File: src/rtl/uart_display_scroller.sv
// uart_display_scroller
// Collects UART bytes as hex nibbles (high nibble first) and presents a
// 4-digit window to the 7-segment anode driver. Up to four digits are shown
// right-aligned. Beyond four digits the window scrolls through the message
// and wraps around at the current message length.
//
// Input handshake: rx_valid is a single-cycle strobe with no back-pressure.
// rx_data and rx_error are sampled only in a cycle where rx_valid=1. A byte
// that cannot be stored is dropped and noted in a sticky flag.
module uart_display_scroller #(
   parameter int DEPTH      = 16,
   parameter int SCROLL_DIV = 25000000,
   parameter int CW         = 25
) (
   input  logic                     clk,
   input  logic                     reset,
   input  logic [7:0]               rx_data,
   input  logic                     rx_valid,
   input  logic                     rx_error,
   input  logic                     clear,
   output logic [15:0]              word,
   output logic [$clog2(DEPTH):0]   count,
   output logic                     scrolling,
   output logic                     overflow,
   output logic                     rx_err_seen,
   output logic [1:0]               dbg_state
);

   localparam int AW   = $clog2(DEPTH);
   localparam int CNTW = AW + 1;

   typedef enum logic [1:0] {
      ST_EMPTY  = 2'd0,
      ST_FILL   = 2'd1,
      ST_SCROLL = 2'd2
   } state_t;

   // Registers
   state_t            r_state;
   logic              r_scrolling;
   logic [3:0]        r_buf [DEPTH];
   logic [CNTW-1:0]   r_count;
   logic [CNTW-1:0]   r_ptr;
   logic [CW-1:0]     r_tick;
   logic [15:0]       r_word;
   logic              r_overflow;
   logic              r_err_seen;

   // Combinational signals
   state_t            w_state_nxt;
   logic              w_store;
   logic              w_drop_full;
   logic [CNTW-1:0]   w_count_nxt;
   logic [AW-1:0]     w_wr_idx;
   logic [AW-1:0]     w_wr_idx1;
   logic              w_tick_term;
   logic [CNTW-1:0]   w_ptr_inc;
   logic [CNTW:0]     w_spos   [4];
   logic [CNTW:0]     w_fpos   [4];
   logic [AW-1:0]     w_sidx   [4];
   logic [AW-1:0]     w_fidx   [4];
   logic [3:0]        w_digit  [4];
   logic [15:0]       w_word_nxt;

   assign w_wr_idx    = r_count[AW-1:0];
   assign w_wr_idx1   = w_wr_idx + AW'(1);
   assign w_tick_term = (r_tick == CW'(SCROLL_DIV - 1));
   assign w_ptr_inc   = r_ptr + CNTW'(1);

   // Byte acceptance: error bytes are never stored, full buffer drops the byte
   always_comb begin
      w_store     = 1'b0;
      w_drop_full = 1'b0;
      w_count_nxt = r_count;
      if (rx_valid && !rx_error) begin
         if (r_count <= CNTW'(DEPTH - 2)) begin
            w_store     = 1'b1;
            w_count_nxt = r_count + CNTW'(2);
         end else begin
            w_drop_full = 1'b1;
         end
      end
   end

   // FSM next state: advances on the count that is being written this cycle
   always_comb begin
      w_state_nxt = r_state;
      case (r_state)
         ST_EMPTY: begin
            if (w_count_nxt > CNTW'(4))
               w_state_nxt = ST_SCROLL;
            else if (w_count_nxt != '0)
               w_state_nxt = ST_FILL;
         end
         ST_FILL: begin
            if (w_count_nxt > CNTW'(4))
               w_state_nxt = ST_SCROLL;
         end
         ST_SCROLL: begin
            w_state_nxt = ST_SCROLL;
         end
         default: begin
            w_state_nxt = ST_EMPTY;
         end
      endcase
      if (clear)
         w_state_nxt = ST_EMPTY;
   end

   // FSM state register with scrolling flag registered alongside
   always_ff @(posedge clk) begin
      if (reset) begin
         r_state     <= ST_EMPTY;
         r_scrolling <= 1'b0;
      end else begin
         r_state     <= w_state_nxt;
         r_scrolling <= (w_state_nxt == ST_SCROLL);
      end
   end

   // Count and sticky status flags
   always_ff @(posedge clk) begin
      if (reset || clear) begin
         r_count    <= '0;
         r_overflow <= 1'b0;
         r_err_seen <= 1'b0;
      end else begin
         r_count <= w_count_nxt;
         if (w_drop_full)
            r_overflow <= 1'b1;
         if (rx_valid && rx_error)
            r_err_seen <= 1'b1;
      end
   end

   // Nibble buffer write, high nibble at the lower address
   always_ff @(posedge clk) begin
      if (!reset && !clear && w_store) begin
         r_buf[w_wr_idx]  <= rx_data[7:4];
         r_buf[w_wr_idx1] <= rx_data[3:0];
      end
   end

   // Scroll pointer and tick; held at zero outside SCROLL so entry starts at 0
   always_ff @(posedge clk) begin
      if (reset || clear) begin
         r_ptr  <= '0;
         r_tick <= '0;
      end else if (r_state != ST_SCROLL) begin
         r_ptr  <= '0;
         r_tick <= '0;
      end else if (w_tick_term) begin
         r_tick <= '0;
         // Wrap against the count being written now, so an append extends the lap
         r_ptr  <= (w_ptr_inc == w_count_nxt) ? '0 : w_ptr_inc;
      end else begin
         r_tick <= r_tick + CW'(1);
      end
   end

   // Window index math: scroll index wraps once (ptr < count, count > 4),
   // fill index right-aligns the stored nibbles against digit 3
   always_comb begin
      for (int k = 0; k < 4; k++) begin
         w_spos[k] = {1'b0, r_ptr} + (CNTW+1)'(k);
         w_fpos[k] = {1'b0, r_count} + (CNTW+1)'(k);
         w_sidx[k] = (w_spos[k] >= {1'b0, r_count}) ?
                     AW'(w_spos[k] - {1'b0, r_count}) : AW'(w_spos[k]);
         w_fidx[k] = AW'(w_fpos[k] - (CNTW+1)'(4));
      end
   end

   // Digit select per state; digit 0 is the leftmost
   always_comb begin
      for (int k = 0; k < 4; k++) begin
         w_digit[k] = 4'h0;
         case (r_state)
            ST_SCROLL: w_digit[k] = r_buf[w_sidx[k]];
            ST_FILL: begin
               if (w_fpos[k] >= (CNTW+1)'(4))
                  w_digit[k] = r_buf[w_fidx[k]];
            end
            default: w_digit[k] = 4'h0;
         endcase
      end
      w_word_nxt = {w_digit[0], w_digit[1], w_digit[2], w_digit[3]};
   end

   // Registered display word
   always_ff @(posedge clk) begin
      if (reset || clear)
         r_word <= 16'h0000;
      else
         r_word <= w_word_nxt;
   end

   assign word        = r_word;
   assign count       = r_count;
   assign scrolling   = r_scrolling;
   assign overflow    = r_overflow;
   assign rx_err_seen = r_err_seen;
   assign dbg_state   = r_state;

endmodule
File: config.mk
export PLATFORM = sky130hd
export DESIGN_NAME = uart_display_scroller
export DESIGN_NICKNAME = d
export VERILOG_FILES = /design/src/rtl/uart_display_scroller.sv
export SDC_FILE = /design/constraint.sdc
export NUM_CORES = 1
export LEC_CHECK = 0
export ABC_AREA = 1
export BUFFER_PORTS_ARGS = -buffer_cell sky130_fd_sc_hd__buf_2
export CELL_PAD_IN_SITES_DETAIL_PLACEMENT = 2
export CELL_PAD_IN_SITES_GLOBAL_PLACEMENT = 2
export CORE_MARGIN = 3
export CORE_UTILIZATION = 36
export CTS_CLUSTER_DIAMETER = 100
export DETAILED_ROUTE_END_ITERATION = 7
export GPL_TIMING_DRIVEN = 1
export MAX_ROUTING_LAYER = met4
export PLACE_DENSITY = 0.87
export SETUP_SLACK_MARGIN = 0.02
export SKIP_LAST_GASP = 1
export SLEW_MARGIN = 20
export SYNTH_ARGS = -nofsm -noshare
export SYNTH_HDL_FRONTEND = slang
export SYNTH_SLANG_ARGS = --single-unit
File: constraint.sdc
create_clock -name clk -period 3.4 [get_ports clk]
set_input_delay 0.51 -clock clk [delete_from_list [all_inputs] [get_ports clk]]
set_output_delay 0.51 -clock clk [all_outputs]
set_load 0.01 [all_outputs]
After elaboration in Yosys (flattened, before gate mapping)
Memories as Yosys holds them, arrays and structs flattened.
Cells that the tools add are included.

storage, ports and cells
  bits in registers = 56
  bits in writable memories = 64
  bits of input ports = 13
  memories kept = 1

cells by class
  add/subtract/negate cells = 18
  $lt $le $gt $ge = 10
  equal/unequal tests = 6
  mux-type cells = 26
  reductions and logical operators = 12

memories
  name   depth  bits a word  rd ports  clocked after memory_dff  wr ports  line  RTL
  r_buf  16     4            8         0                         2         41    logic [3:0] r_buf [DEPTH];

operators by type and width
  cell                                                               number
  2-to-1 mux 4 bit                                                   8
  one-hot mux 4 bit (2 select lines)                                 4
  adder 25 x 1 -> 25 bit, second input constant                      1
  equality test 25 bit, second input constant                        1
  adder 5 x 2 -> 6 bit, second input constant                        4
  greater-or-equal comparator 6 x 3 -> 1 bit, second input constant  3
  greater-or-equal comparator 6 x 5 -> 1 bit                         3
  subtractor 4 x 3 -> 4 bit, second input constant                   4
  subtractor 4 bit                                                   4
  2-to-1 mux 5 bit                                                   3
  adder 5 x 1 -> 6 bit, second input constant                        2
  2-to-1 mux 2 bit                                                   4
  2-to-1 mux 1 bit                                                   6
  one-hot mux 2 bit (3 select lines)                                 1
  adder 5 x 1 -> 5 bit, second input constant                        1
  adder 5 x 2 -> 5 bit, second input constant                        1
  equality test 5 bit                                                1
  greater-or-equal comparator 5 x 3 -> 1 bit, second input constant  1
  greater-or-equal comparator 5 bit                                  1
  > comparator 5 x 3 -> 1 bit, second input constant                 1
  less-or-equal comparator 5 x 4 -> 1 bit, second input constant     1
  nonzero test 5 bit                                                 1
  adder 4 x 1 -> 4 bit, second input constant                        1
  equality test 2 bit, second input constant                         2
  other kinds (8)                                                    13

Logic depth before layout (Yosys ltp)
  depth after elaboration = 9
  mapped depth = 18

Least setup slack after synthesis
No wires, ideal clock.

  path type = register to register
  start = register r_ptr[0]
  end = register r_word[3] (netlist: word[3])
  library setup time = 0.132 ns
  arrival = 2.631 ns
  data required time = 3.268 ns
  slack = 0.636 ns
  cell stages (with the launch flop) = 19
  clock period less this slack = 2.764 ns
  cell sequence = dfxtp_1 -> inv_2 -> clkbuf_1 -> ha_1 -> nor3_1 -> xor2_1 -> ha_1 -> and3_1 -> nand2_1 -> nand2_2 -> nor2_2 -> nand2_1 -> nand2_2 -> buf_2 -> nand2_1 -> nand3_1 -> nand3_1 -> nand3_1 -> a21oi_1

on the way
  cells in the longest elaborated chain, start to end = 5
  elaborated cells on any way between the ends = 6

RTL lines
  what                                                                            line      RTL
  start: declaration                                                              43        logic [CNTW-1:0] r_ptr;
  start signal: assignment                                                        155       r_ptr <= (w_ptr_inc == w_count_nxt) ? '0 : w_ptr_inc;
  adder 5 x 2 -> 6 bit *                                                          165       w_spos[k] = {1'b0, r_ptr} + (CNTW+1)'(k);
  greater-or-equal comparator 6 x 5 -> 1 bit or subtractor 4 bit (tied branches)  167, 168
  2-to-1 mux 4 bit *                                                              167       w_sidx[k] = (w_spos[k] >= {1'b0, r_count}) ?
  memory (16 x 4 bit) *                                                           --
  one-hot mux 4 bit (2 select lines) *                                            177       case (r_state)
  end signal: assignment                                                          194       r_word <= w_word_nxt;
  end: declaration                                                                45        logic [15:0] r_word;

Mark *: on every way between the ends. The rest lies on a longest branch, timed or not.
A chain may end at the register's enable or synchronous reset.

Worst setup path after layout
  start = register r_ptr[1]
  end = register r_word[2] (netlist: word[2])

Same word-level chain as after synthesis.

==> results.tsv <==
stage	metric	value	unit
sta	unrepaired setup endpoints after global routing	no	
cts	CTS root buf	clkbuf_16	
cts	CTS tree	yes	
power	Clk pwr share	0.493	
power	Power Dens Cells	357	mW/mm^2
layout	synthesis-to-finish area growth	12.6	%
layout	layout cells sized above 1	0.108	
sta	worst slew pin tran	0.868	ns
cts	Num CTS Buffers	17	
layout	design area	0.00978	sq mm
layout	area of the multi-input gates	0.00495	sq mm
route	# DRC	0	
sta	TNS Setup	0	ns
cts	post_cts resized	0	
grt	total global routing overflow	0	
power	net switching fraction of the power	0.278	
layout	fin nets	1335	
synthesis	#FFs+latches synth	119	
power	NetSw	0.972	mW
route	drt first pass iters	5	
synthesis	Netlist cell types	42	
power	sequential power share	0.435	
die	starting density of the core	0.368	
worst_setup_path	worst-case reg-to-reg path depth	15	
sta	Final Hold Fails	0	
sta	Tmin final	3.14	ns
route	Detail Route Antenna Nets	0	
route	wire per inst	25.3	microns
cts	CTS clk-pin slew, worst paths	0.06	ns
place	port bufs	37	
worst_setup_path	Worst Path Required	3.74	ns
worst_setup_path	critical path class	reg -> reg	
flow_run	Max-Cap Viols	0	
sta	Max Freq	318	MHz
power	Combinational Power Share	0.072	
layout	FILL cells	2846	
sta	final slew viol count	0	
grt	vias in the first global route	10300	
die	std cell rows	56	
power	cell internal pwr	2.52	mW
grt	global-route wire length before repair	63200	microns
outcome	outcome	complete, no violations	
synthesis	Seq/Total Area, Yosys	0.348	
worst_setup_path	R2R Setup Slk	0.26	ns
sta	Setup violations, final	0	
cts	hold_buf cts	0	
cts	Clock Path Buffers	2	
die	chip width	161	microns
route	Vias per Instance	5.95	
hold_path	Worst Hold Depth	2	
worst_setup_path	Max FO, Critical Path	9	
worst_setup_path	worst reg2reg path startpoint	r_ptr[1]	
power	Pleak	3.98	nW
synthesis	EDFF count, synth	64	
die	Core Region	0.0236	sq mm
place	dpl ws	0.0593	ns
synthesis	Yosys warning count	0	
die	die area	0.0260	sq mm
cts	Clk Latency, worst-skew pair	0.44	ns
route	Starting DRT DRC Count	906	
hold_path	hold path endpoint	dbg_state[0]	
grt	antenna violations before repair	1	
cts	clk sinks	119	
power	total power	3.50	mW
synthesis	Synth Flop Type	edfxtp_1	
hold_path	Hold Crit Start	reset	
power	Peak VDD IR	0.251	mV
sta	PnR worst setup slack	0.260	ns
route	WL final	41000	microns
place	Placer Congestion	0.936	
worst_setup_path	Setup crit start kind	register	
hold_path	Min-Delay Path Class	in -> reg	
worst_setup_path	CP Capture Type	register	
layout	Reg area	0.00303	sq mm
worst_setup_path	Worst Path Arrival	3.48	ns
sta	Tcrit/Tclk final	0.924	
grt	largest net degree at the start of global routing	82	
layout	Core Util, Final	0.414	
synthesis	syn_area_per_cell	6.87	sq um
place	dpl cell area	0.00921	sq mm
sta	slew margin rel.	0.420	
die	Top Ports	39	
sta	clk_skew	0.0105	ns
synthesis	Post-Syn Area	0.00869	sq mm
cts	Clock H-tree levels	4	
synthesis	asr flop ratio synth	0	
synthesis	Syn Inst Count	1264	
cts	postcts setup bufs	0	
die	Die Ht	161	microns
route	Via Count	9634	
worst_setup_path	Reg2Reg Capture Point	word[2]	
place	post-DP HPWL	29000	microns
grt	All-Layer GR Usage	0.328	
synthesis	Syn Nets	1314	
per-stage QoR:
stage	instances	hold WS [ns]
5_1_grt	1618	0.267
2_1_floorplan	1264	0.430
6_report	1618	0.256
3_3_place_gp	1585	0.450
3_5_place_dp	1585	0.455
4_1_cts	1617	0.241
cells in the mapped netlist, types with 4 or more instances:
cell	instances	share of area
a21oi_1	95	0.055
o21ai_2	4	0.0040
nor3_1	14	0.0081
o21ai_1	10	0.0058
ha_1	33	0.048
o21ai_0	176	0.10
o211ai_1	6	0.0052
o22ai_1	4	0.0029
inv_2	8	0.0035
nand2_2	9	0.0065
dfxtp_1	55	0.13
edfxtp_1	64	0.22
nor2_2	4	0.0029
nor2_1	62	0.027
nand4_1	5	0.0036
inv_1	126	0.054
buf_2	17	0.0098
xnor2_1	9	0.0091
clkbuf_1	33	0.014
nand3_2	4	0.0046
buf_1	7	0.0030
nand3_1	224	0.13
fa_1	4	0.0092
xor2_1	7	0.0071
nand2_1	253	0.11
nor3_2	5	0.0058
layout by cell type, fill, tap and decap left out, types with 33 or more instances in the layout:
master	count
nand2_1	251
nand3_1	224
o21ai_0	176
inv_1	126
a21oi_1	95
edfxtp_1	64
nor2_1	62
dfxtp_1	52
buf_2	37
ha_1	33
per-layer routing:
layer  GRT usage  part of all wire  vias to the layer above
li1            -                 -                     4348
met3      0.0500             0.059                      103
met1       0.415              0.43                     4857
met2       0.523              0.47                      326
met4       0.140             0.042                        0
met5           -                 0                        -
how the worst max path moves through the flow:
stage              from  endpoint  slack (ns)  cells after the start
2_1_floorplan  r_ptr[0]   word[3]        0.64                     18
3_3_place_gp   r_ptr[1]   word[2]        0.16                     16
3_5_place_dp   r_ptr[1]   word[2]        0.06                     16
4_1_cts        r_ptr[1]   word[2]        0.04                     16
5_1_grt        r_ptr[1]   word[2]        0.03                     15
6_report       r_ptr[1]   word[2]        0.26                     15
power groups by stage:
| stage | combinational (mW) | sequential (mW) | clock, mW |
|---|---|---|---|
| 2_1_floorplan | 0.154 | 1.55 | 0 |
| 3_3_place_gp | 0.226 | 1.55 | 0 |
| 3_5_place_dp | 0.237 | 1.55 | 0 |
| 4_1_cts | 0.247 | 1.52 | 1.75 |
| 5_1_grt | 0.278 | 1.52 | 1.81 |
| 6_report | 0.252 | 1.52 | 1.72 |
cell families (layout without fill, tap and decap cells):
kind of cell | count (synthesis) | after routing | share of synthesized area
XOR/XNOR | 16 | 16 | 0.0161
buffers and inverters | 194 | 228 | 0.0871
AND/OR/NAND/NOR | 590 | 590 | 0.306
AO/OA/AOI/OAI | 307 | 307 | 0.185
other | 1 | 2 | 0.000432
flip-flops | 119 | 119 | 0.348
adder cells (fa/ha/maj) | 37 | 37 | 0.0567
flip-flops by register name, indices dropped and copies added (netlist names):
register     cells
r_buf           64
r_tick          25
word            16
r_ptr            5
count            4
dbg_state        2
overflow         1
rx_err_seen      1
scrolling        1
worst max-delay path: stages (launching register included):
cell      delay [ns]
dfxtp_2         0.41
inv_1           0.18
ha_1            0.25
a21o_1          0.21
xor2_1          0.18
ha_1            0.36
a21oi_1         0.09
o21bai_1        0.36
nor2_4          0.09
nand2_1         0.13
nand2_4         0.11
inv_2           0.16
nand3_1         0.16
nand3_1         0.12
nand3_1         0.08
a21oi_1         0.16
area by class of cell:
class,count,share of cell area
timing repair buffer,61,0.0373
inverter,135,0.0521
sequential,119,0.309
clock buffer,18,0.0440
clock inverter,14,0.00998
antenna,1,0.000256
tap,319,0.0408
multi-input combinational,951,0.506
No activity file was read; power rests on OpenSTA's default activity.
